File: src/rtl/led_matrix_scroller.sv
// Glyph-code FIFO and column scroller feeding an 8x8 LED matrix driver.
// Presents the current/next codes to external decoders and merges their bitmaps into a sliding window.
module led_matrix_scroller #(
    parameter int unsigned DEPTH    = 16,
    parameter int unsigned STEP_DIV = 1024,
    parameter logic [7:0]  BLANK    = 8'hFF
) (
    input  logic        stateClk,
    input  logic        rst,
    input  logic        en,
    input  logic        clr,
    input  logic        wr_en,
    input  logic [7:0]  wr_data,
    output logic        full,
    output logic        empty,
    output logic        busy,
    output logic [7:0]  cur_code,
    output logic [7:0]  nxt_code,
    input  logic [63:0] cur_array,
    input  logic [63:0] nxt_array,
    output logic [63:0] array_out
);

    localparam int unsigned PTR_W = (DEPTH > 1) ? $clog2(DEPTH) : 1;
    localparam int unsigned CNT_W = PTR_W + 1;
    localparam int unsigned DIV_W = (STEP_DIV > 1) ? $clog2(STEP_DIV) : 1;
    localparam logic [DIV_W-1:0] DIV_LAST = DIV_W'(STEP_DIV - 1);
    localparam logic [CNT_W-1:0] CNT_FULL = CNT_W'(DEPTH);

    typedef enum logic [0:0] {
        S_IDLE   = 1'b0,
        S_SCROLL = 1'b1
    } state_t;

    state_t             r_state;
    state_t             w_state_nxt;

    logic [7:0]         r_mem [DEPTH];
    logic [PTR_W-1:0]   r_rd_ptr;
    logic [PTR_W-1:0]   r_wr_ptr;
    logic [CNT_W-1:0]   r_count;
    logic               r_full;
    logic               r_empty;
    logic [7:0]         r_cur_code;
    logic [7:0]         r_nxt_code;
    logic [2:0]         r_offset;
    logic [DIV_W-1:0]   r_div;

    logic               w_tick;
    logic               w_boundary;
    logic               w_start;
    logic               w_done;
    logic               w_push;
    logic               w_pop;
    logic               w_has_data;
    logic [7:0]         w_head;
    logic [CNT_W-1:0]   w_count_nxt;

    // Control strobes; clr suppresses every FIFO side effect in its cycle
    assign w_has_data  = (r_count != '0);
    assign w_head      = r_mem[r_rd_ptr];
    assign w_tick      = (r_state == S_SCROLL) && en && (r_div == DIV_LAST);
    assign w_boundary  = w_tick && (r_offset == 3'd7);
    assign w_start     = (r_state == S_IDLE) && en && w_has_data;
    assign w_done      = w_boundary && (r_nxt_code == BLANK) && !w_has_data;
    assign w_pop       = !clr && (w_start || (w_boundary && w_has_data));
    assign w_push      = !clr && wr_en && !r_full;
    assign w_count_nxt = r_count + CNT_W'(w_push) - CNT_W'(w_pop);

    // State register
    always_ff @(posedge stateClk or posedge rst) begin
        if (rst) begin
            r_state <= S_IDLE;
        end else begin
            r_state <= w_state_nxt;
        end
    end

    // Next-state logic
    always_comb begin
        w_state_nxt = r_state;
        if (clr) begin
            w_state_nxt = S_IDLE;
        end else begin
            case (r_state)
                S_IDLE:   if (w_start) w_state_nxt = S_SCROLL;
                S_SCROLL: if (w_done)  w_state_nxt = S_IDLE;
                default:  w_state_nxt = S_IDLE;
            endcase
        end
    end

    // Outputs: each row is the 16-pixel strip {next, cur} viewed through an 8-wide window at offset
    always_comb begin
        busy      = (r_state == S_SCROLL);
        array_out = '0;
        if (r_state == S_SCROLL) begin
            for (int r = 0; r < 8; r++) begin
                array_out[r*8 +: 8] = 8'({nxt_array[r*8 +: 8], cur_array[r*8 +: 8]} >> r_offset);
            end
        end
    end

    // FIFO storage
    always_ff @(posedge stateClk) begin
        if (w_push) begin
            r_mem[r_wr_ptr] <= wr_data;
        end
    end

    // FIFO bookkeeping, glyph codes, column offset and step divider
    always_ff @(posedge stateClk or posedge rst) begin
        if (rst) begin
            r_rd_ptr   <= '0;
            r_wr_ptr   <= '0;
            r_count    <= '0;
            r_full     <= 1'b0;
            r_empty    <= 1'b1;
            r_cur_code <= BLANK;
            r_nxt_code <= BLANK;
            r_offset   <= '0;
            r_div      <= '0;
        end else if (clr) begin
            r_rd_ptr   <= '0;
            r_wr_ptr   <= '0;
            r_count    <= '0;
            r_full     <= 1'b0;
            r_empty    <= 1'b1;
            r_cur_code <= BLANK;
            r_nxt_code <= BLANK;
            r_offset   <= '0;
            r_div      <= '0;
        end else begin
            if (w_push) r_wr_ptr <= r_wr_ptr + PTR_W'(1);
            if (w_pop)  r_rd_ptr <= r_rd_ptr + PTR_W'(1);
            r_count <= w_count_nxt;
            r_full  <= (w_count_nxt == CNT_FULL);
            r_empty <= (w_count_nxt == '0);

            if (w_start) begin
                r_cur_code <= BLANK;
                r_nxt_code <= w_head;
                r_offset   <= '0;
                r_div      <= '0;
            end else if ((r_state == S_SCROLL) && en) begin
                r_div <= w_tick ? '0 : r_div + DIV_W'(1);
                if (w_tick) begin
                    if (r_offset != 3'd7) begin
                        r_offset <= r_offset + 3'd1;
                    end else begin
                        r_offset <= '0;
                        if (w_done) begin
                            r_cur_code <= BLANK;
                            r_nxt_code <= BLANK;
                        end else begin
                            r_cur_code <= r_nxt_code;
                            r_nxt_code <= w_has_data ? w_head : BLANK;
                        end
                    end
                end
            end
        end
    end

    assign full     = r_full;
    assign empty    = r_empty;
    assign cur_code = r_cur_code;
    assign nxt_code = r_nxt_code;

endmodule
File: config.mk
export PLATFORM = sky130hd
export DESIGN_NAME = led_matrix_scroller
export DESIGN_NICKNAME = d
export VERILOG_FILES = /design/src/rtl/led_matrix_scroller.sv
export SDC_FILE = /design/constraint.sdc
export NUM_CORES = 1
export LEC_CHECK = 0
export CAP_MARGIN = 20
export CORE_MARGIN = 5
export CORE_UTILIZATION = 47
export DETAILED_ROUTE_END_ITERATION = 10
export GPL_TIMING_DRIVEN = 1
export PLACE_DENSITY = 0.78
export SYNTH_ARGS = -nofsm -noshare
export SYNTH_HDL_FRONTEND = slang
export SYNTH_SLANG_ARGS = --single-unit
File: constraint.sdc
create_clock -name stateClk -period 3.2 [get_ports stateClk]
set_input_delay 0.32 -clock stateClk [delete_from_list [all_inputs] [get_ports stateClk]]
set_output_delay 0.32 -clock stateClk [all_outputs]
set_load 0.05 [all_outputs]
# Yosys cells after proc, flatten, opt, wreduce, memory -nomap -nowiden
# Memory sizes are Yosys's and may differ from the RTL's.
# Index checks and enable logic that the tools add are counted.
# totals
regBits	45
mem_bits_rw	128
output_inout_bits	83
elab_cells	91
memories	1
# classes
addsub	6
n_eq_ne	6
n_shift	8
n_mux	36
bitwise_logic	1
n_reduce_logical	23
# memory_table
name	words	width	rd	rd_clocked_by_memory_dff	wr	line	source
r_mem	16	8	1	0	1	38	logic [7:0] r_mem [DEPTH];
# op_table
cell	n
$shr 16x3->8	8
$mux 8	13
$mux 64	1
$mux 10	4
$mux 4	4
$mux 3	5
$logic_and 1x1->1	11
$add 10x1->10 const B	1
$eq 10x10->1 const B	1
$add 4x1->4 const B	2
$eq 8x8->1 const B	1
$mux 1	7
$ne 3x3->1 const B	2
$reduce_bool 3->1	2
$add 5x1->5	1
$eq 5x5->1 const B	1
$logic_not 5->1	1
$mux 5	1
$reduce_bool 5->1	1
$sub 5x1->5	1
$reduce_bool 2->1	2
$add 3x1->3 const B	1
$eq 3x3->1 const B	1
$logic_not 1->1	3
other kinds (5)	5

# Depth between registers and ports, before layout
# logic_depth
word_depth	11
depth_mapped	16

# Worst setup path after synthesis
# Ideal clock, no wire load.
# synth_timing
path_kind	flip-flop to flip-flop
startpoint	register r_count[3]
endpoint	register r_empty, in the netlist empty
setup_time_ns	0.073
arrival_ns	2.989
path_slack_ns	0.138
path_stages_with_launch	17
path_cell_list	dfrtp_1 inv_1 ha_1 or4b_1 buf_6 o21a_1 nand2_1 inv_1 ha_1 inv_1 ha_1 fa_1 a21oi_1 o21bai_1 xnor2_1 nor2_1 a21oi_1
# synth_via
elab_chain_len	7
elab_cells_between_ends	9
classes_between	add/sub (2); mux (1); reduce/logical (6)
# synth_rtl
element	line	source
start: declaration	41	logic [CNT_W-1:0] r_count;
start signal: assignment	136	r_count <= w_count_nxt;
branches (longest 4 deep; another with $add 5x1->5)	-	
$sub 5x1->5 *	68	assign w_count_nxt = r_count + CNT_W'(w_push) - CNT_W'(w_pop);
$logic_not 5->1 *	138	r_empty <= (w_count_nxt == '0);
$mux 1 *	123	end else if (clr) begin
end signal: assignment	138	
end: declaration	43	logic r_empty;
# Mark *: on every way between the ends.
# A chain may end at the register's enable or synchronous reset.

# Worst setup path after layout
# layout_timing
startpoint	register r_offset[1]
endpoint	output array_out[8]
# layout_via
elab_chain_len	2
# layout_rtl
element	line	source
start: declaration	46	logic [2:0] r_offset;
start signal: assignment	149	r_offset <= r_offset + 3'd1;
$shr 16x3->8	99	array_out[r*8 +: 8] = 8'({nxt_array[r*8 +: 8], cur_array[r*8 +: 8]} >> r_offset);
$mux 64	97	if (r_state == S_SCROLL) begin
end: declaration	21	output logic [63:0] array_out
# Every way passes these cells.

==> out/metrics.cfg <==
[placed_design]
dp_hpwl_um = 20880
portBuffers = 215
gp_congestion = 0.8757
placed_area_um2 = 13270

[drt]
first_pass_iters = 5
drc = 0
viasPerCell = 5.891
num_vias = 7122
antenna_left = 0
wl_um = 27910
wl_per_cell_um = 23.09
drtIter0Drc = 501

[power]
max-vdd-ir-drop_v = 0.0006746
power_mw = 10.42
powerDensity_nw_per_um2 = 751.4
p_leak_nw = 4.787

[timing]
drv_slew = 0
finalClockSkew_ps = 6.469
period_share_pct = 94.33
rsz0062_at_grt = no
finalHoldViolCount = 0
relSlewSlack_pct = 39.18
worstMarginPinSlew_ps = 912.4
fin_hold_ws_ps = 309.8
max_freq_ghz = 0.3313
setup_viol = 0
min_period_ps = 3019
tns_ps = 0

[layout]
stdcell_area_um2 = 13870
n_fill_cell = 1559
num_antenna_cells = 0
layout-drive-gt1-share_pct = 26.91
multiInputGateArea_um2 = 4907
regArea_um2 = 4997
syn_to_final_growth_pct = 35.71
final_nets = 1072

[setup_path]
crit_fanout = 105
worstPathRequired_ps = 2880
worstPathArrival_ps = 2700
critical_path_class = flip-flop to output port
end_kind = output port
r2r_cells = 15
start_kind = flip-flop

[grt]
grt_max_degree = 106
grt_antenna_before_repair = 0
top_usage_layer = met2
gr-usage-met3_pct = 4.619
grt.overflow.total = 0
met1_usage_pct = 28.89
grt_pass1_vias = 7182
grt_use_total_pct = 22.30
grt_pass1_wl_um = 42190
use_met2_pct = 37.76

[cts]
clk_path_buf_depth = 2
cts_max_level = 4
cts_root_buffer = clkbuf_16
cts_setup_buffers = 0
cts_tree = done
insertion_delay_ps = 420
cts.sinks = 173
numCtsBuffers = 17
path_clk_slew_ps = 70

[min_path]
min_path_type = input port to async pin

[synth]
yosysSeqAreaShare_pct = 48.85
avgSynthCellArea_um2 = 14.47
yosysTopAreaCell = edfxtp_1
synth_top_area_share_pct = 37.62
synth_edf_count = 128
syn_inst = 706
syn_nets = 862
synthesis.area_um2 = 10220
synthDistinctLibCells = 48
synth_area_leaders = edfxtp_1 (38%), mux4_2 (21%), mux2i_1 (10%), dfrtp_1 (6.9%), dfstp_2 (4.4%)
async_flop_share_pct = 26.01
synth_ff_type = edfxtp_1
ys_warn_count = 0
ys_ff_latch = 173
synth.most_common_cell = edfxtp_1
ys_top_cells_by_count = edfxtp_1 (128), mux2i_1 (106), mux4_2 (96)

[flow_run]
cap_viol_max_count = 0

[run_status]
status = finished, final reports clean

[die]
die_h_um = 157.4
dieArea_um2 = 24790
row_count = 54
die_width_um = 157.4
io_pins = 224
initial_core_util_pct = 47.26
core-area_um2 = 21620

==> timing repair <==
item | 4_1_cts | 5_1_grt
resized for setup | 0 | 1
setup endpoints to repair | 0 | 1
hold buffers | 0 | 0
==> metal layers <==
metal	vias up	wire, µm
met2	378	14090
met4	0	745
met1	3527	10610
met3	45	2463
met5	-	0
li1	3172	-
==> report_power, final <==
| group | leakage (nW) | internal, mW | switching, mW | total [mW] |
|---|---|---|---|---|
| logic | 2.79 | 2.76 | 2.89 | 5.65 |
| registers | 1.71 | 2.58 | 0.163 | 2.75 |
| clock network | 0.285 | 1.11 | 0.914 | 2.03 |
| total | 4.79 | 6.45 | 3.97 | 10.4 |
==> path summary, 6_finish.rpt <==
path | from | endpoint | slack (ps)
min in group stateClk | cur_code[6]$_DFFE_PP1P_ | cur_code[6]$_DFFE_PP1P_ | 490
worst max-delay path | r_offset[1]$_DFFE_PP0P_ | array_out[8] | 180
max in group asynchronous | rst | nxt_code[6]$_DFFE_PP1P_ | 2180
worst min register to register | cur_code[6]$_DFFE_PP1P_ | cur_code[6]$_DFFE_PP1P_ | 490
worst max register to register | r_count[3]$_DFF_PP0_ | empty$_DFF_PP1_ | 300
worst min-delay path | rst | full$_DFF_PP0_ | 310
==> placed cells by master (no fill, tap or decap), types with 3 or more instances in the layout <==
cell and instances:
edfxtp_1 128, clkinv_8 3, ha_1 14, buf_4 33
clkdlybuf4s50_1 151, nand3_1 12, inv_6 5, nor2b_1 69
xnor2_1 12, clkbuf_16 17, mux4_2 96, buf_12 60
dfrtp_1 25, nor3_1 7, mux2i_1 106, and2_1 3
nor2_1 34, dfstp_2 17, nand4_1 4, inv_1 12
xor2_1 5, o22a_1 8, a21oi_1 6, nand2_1 45
a22oi_1 16
==> flip-flops by register name, indices dropped and copies added (netlist names), 3 cells and up <==
| signal | flops |
|---|---|
| r_mem | 128 |
| r_rd_ptr | 4 |
| r_offset | 3 |
| cur_code | 8 |
| nxt_code | 8 |
| r_count | 5 |
| r_wr_ptr | 4 |
| r_div | 10 |
==> area by class of cell <==
cell class | count | area share, %
multi-input cells | 466 | 35.39
inverters | 14 | 0.3790
well taps | 280 | 2.527
flip-flops and latches | 173 | 36.04
clock buffers | 17 | 3.068
repair buffers | 244 | 21.35
clock inverters | 15 | 1.245
==> cell families after synthesis <==
family	Yosys count	share of synthesized area, %
xor gates and xnor gates	17	1.457
DFF	173	48.85
AOI/OAI and AO/OA	44	3.453
buffers and inverters	67	3.208
adders and majority gates	15	1.910
and+or+nand+nor	188	9.576
muxes	202	31.55
==> worst max-delay path, stage by stage, from the launching register on <==
cell     delay (ps)
dfrtp_4         420
buf_12          470
mux2i_1         300
mux4_2          530
nor2b_1         230
buf_12          170
==> stage by stage <==
step | util, % | instances | worst slack [ps]
2_1_floorplan | - | 706 | 138.2
3_3_place_gp | 61.35 | 1177 | 210.1
3_5_place_dp | 61.35 | 1177 | 159.3
4_1_cts | 64.12 | 1209 | 170.1
5_1_grt | 64.13 | 1209 | 45.44
6_report | 64.13 | 1209 | 181.4
Power figures use the tool's default switching activity.
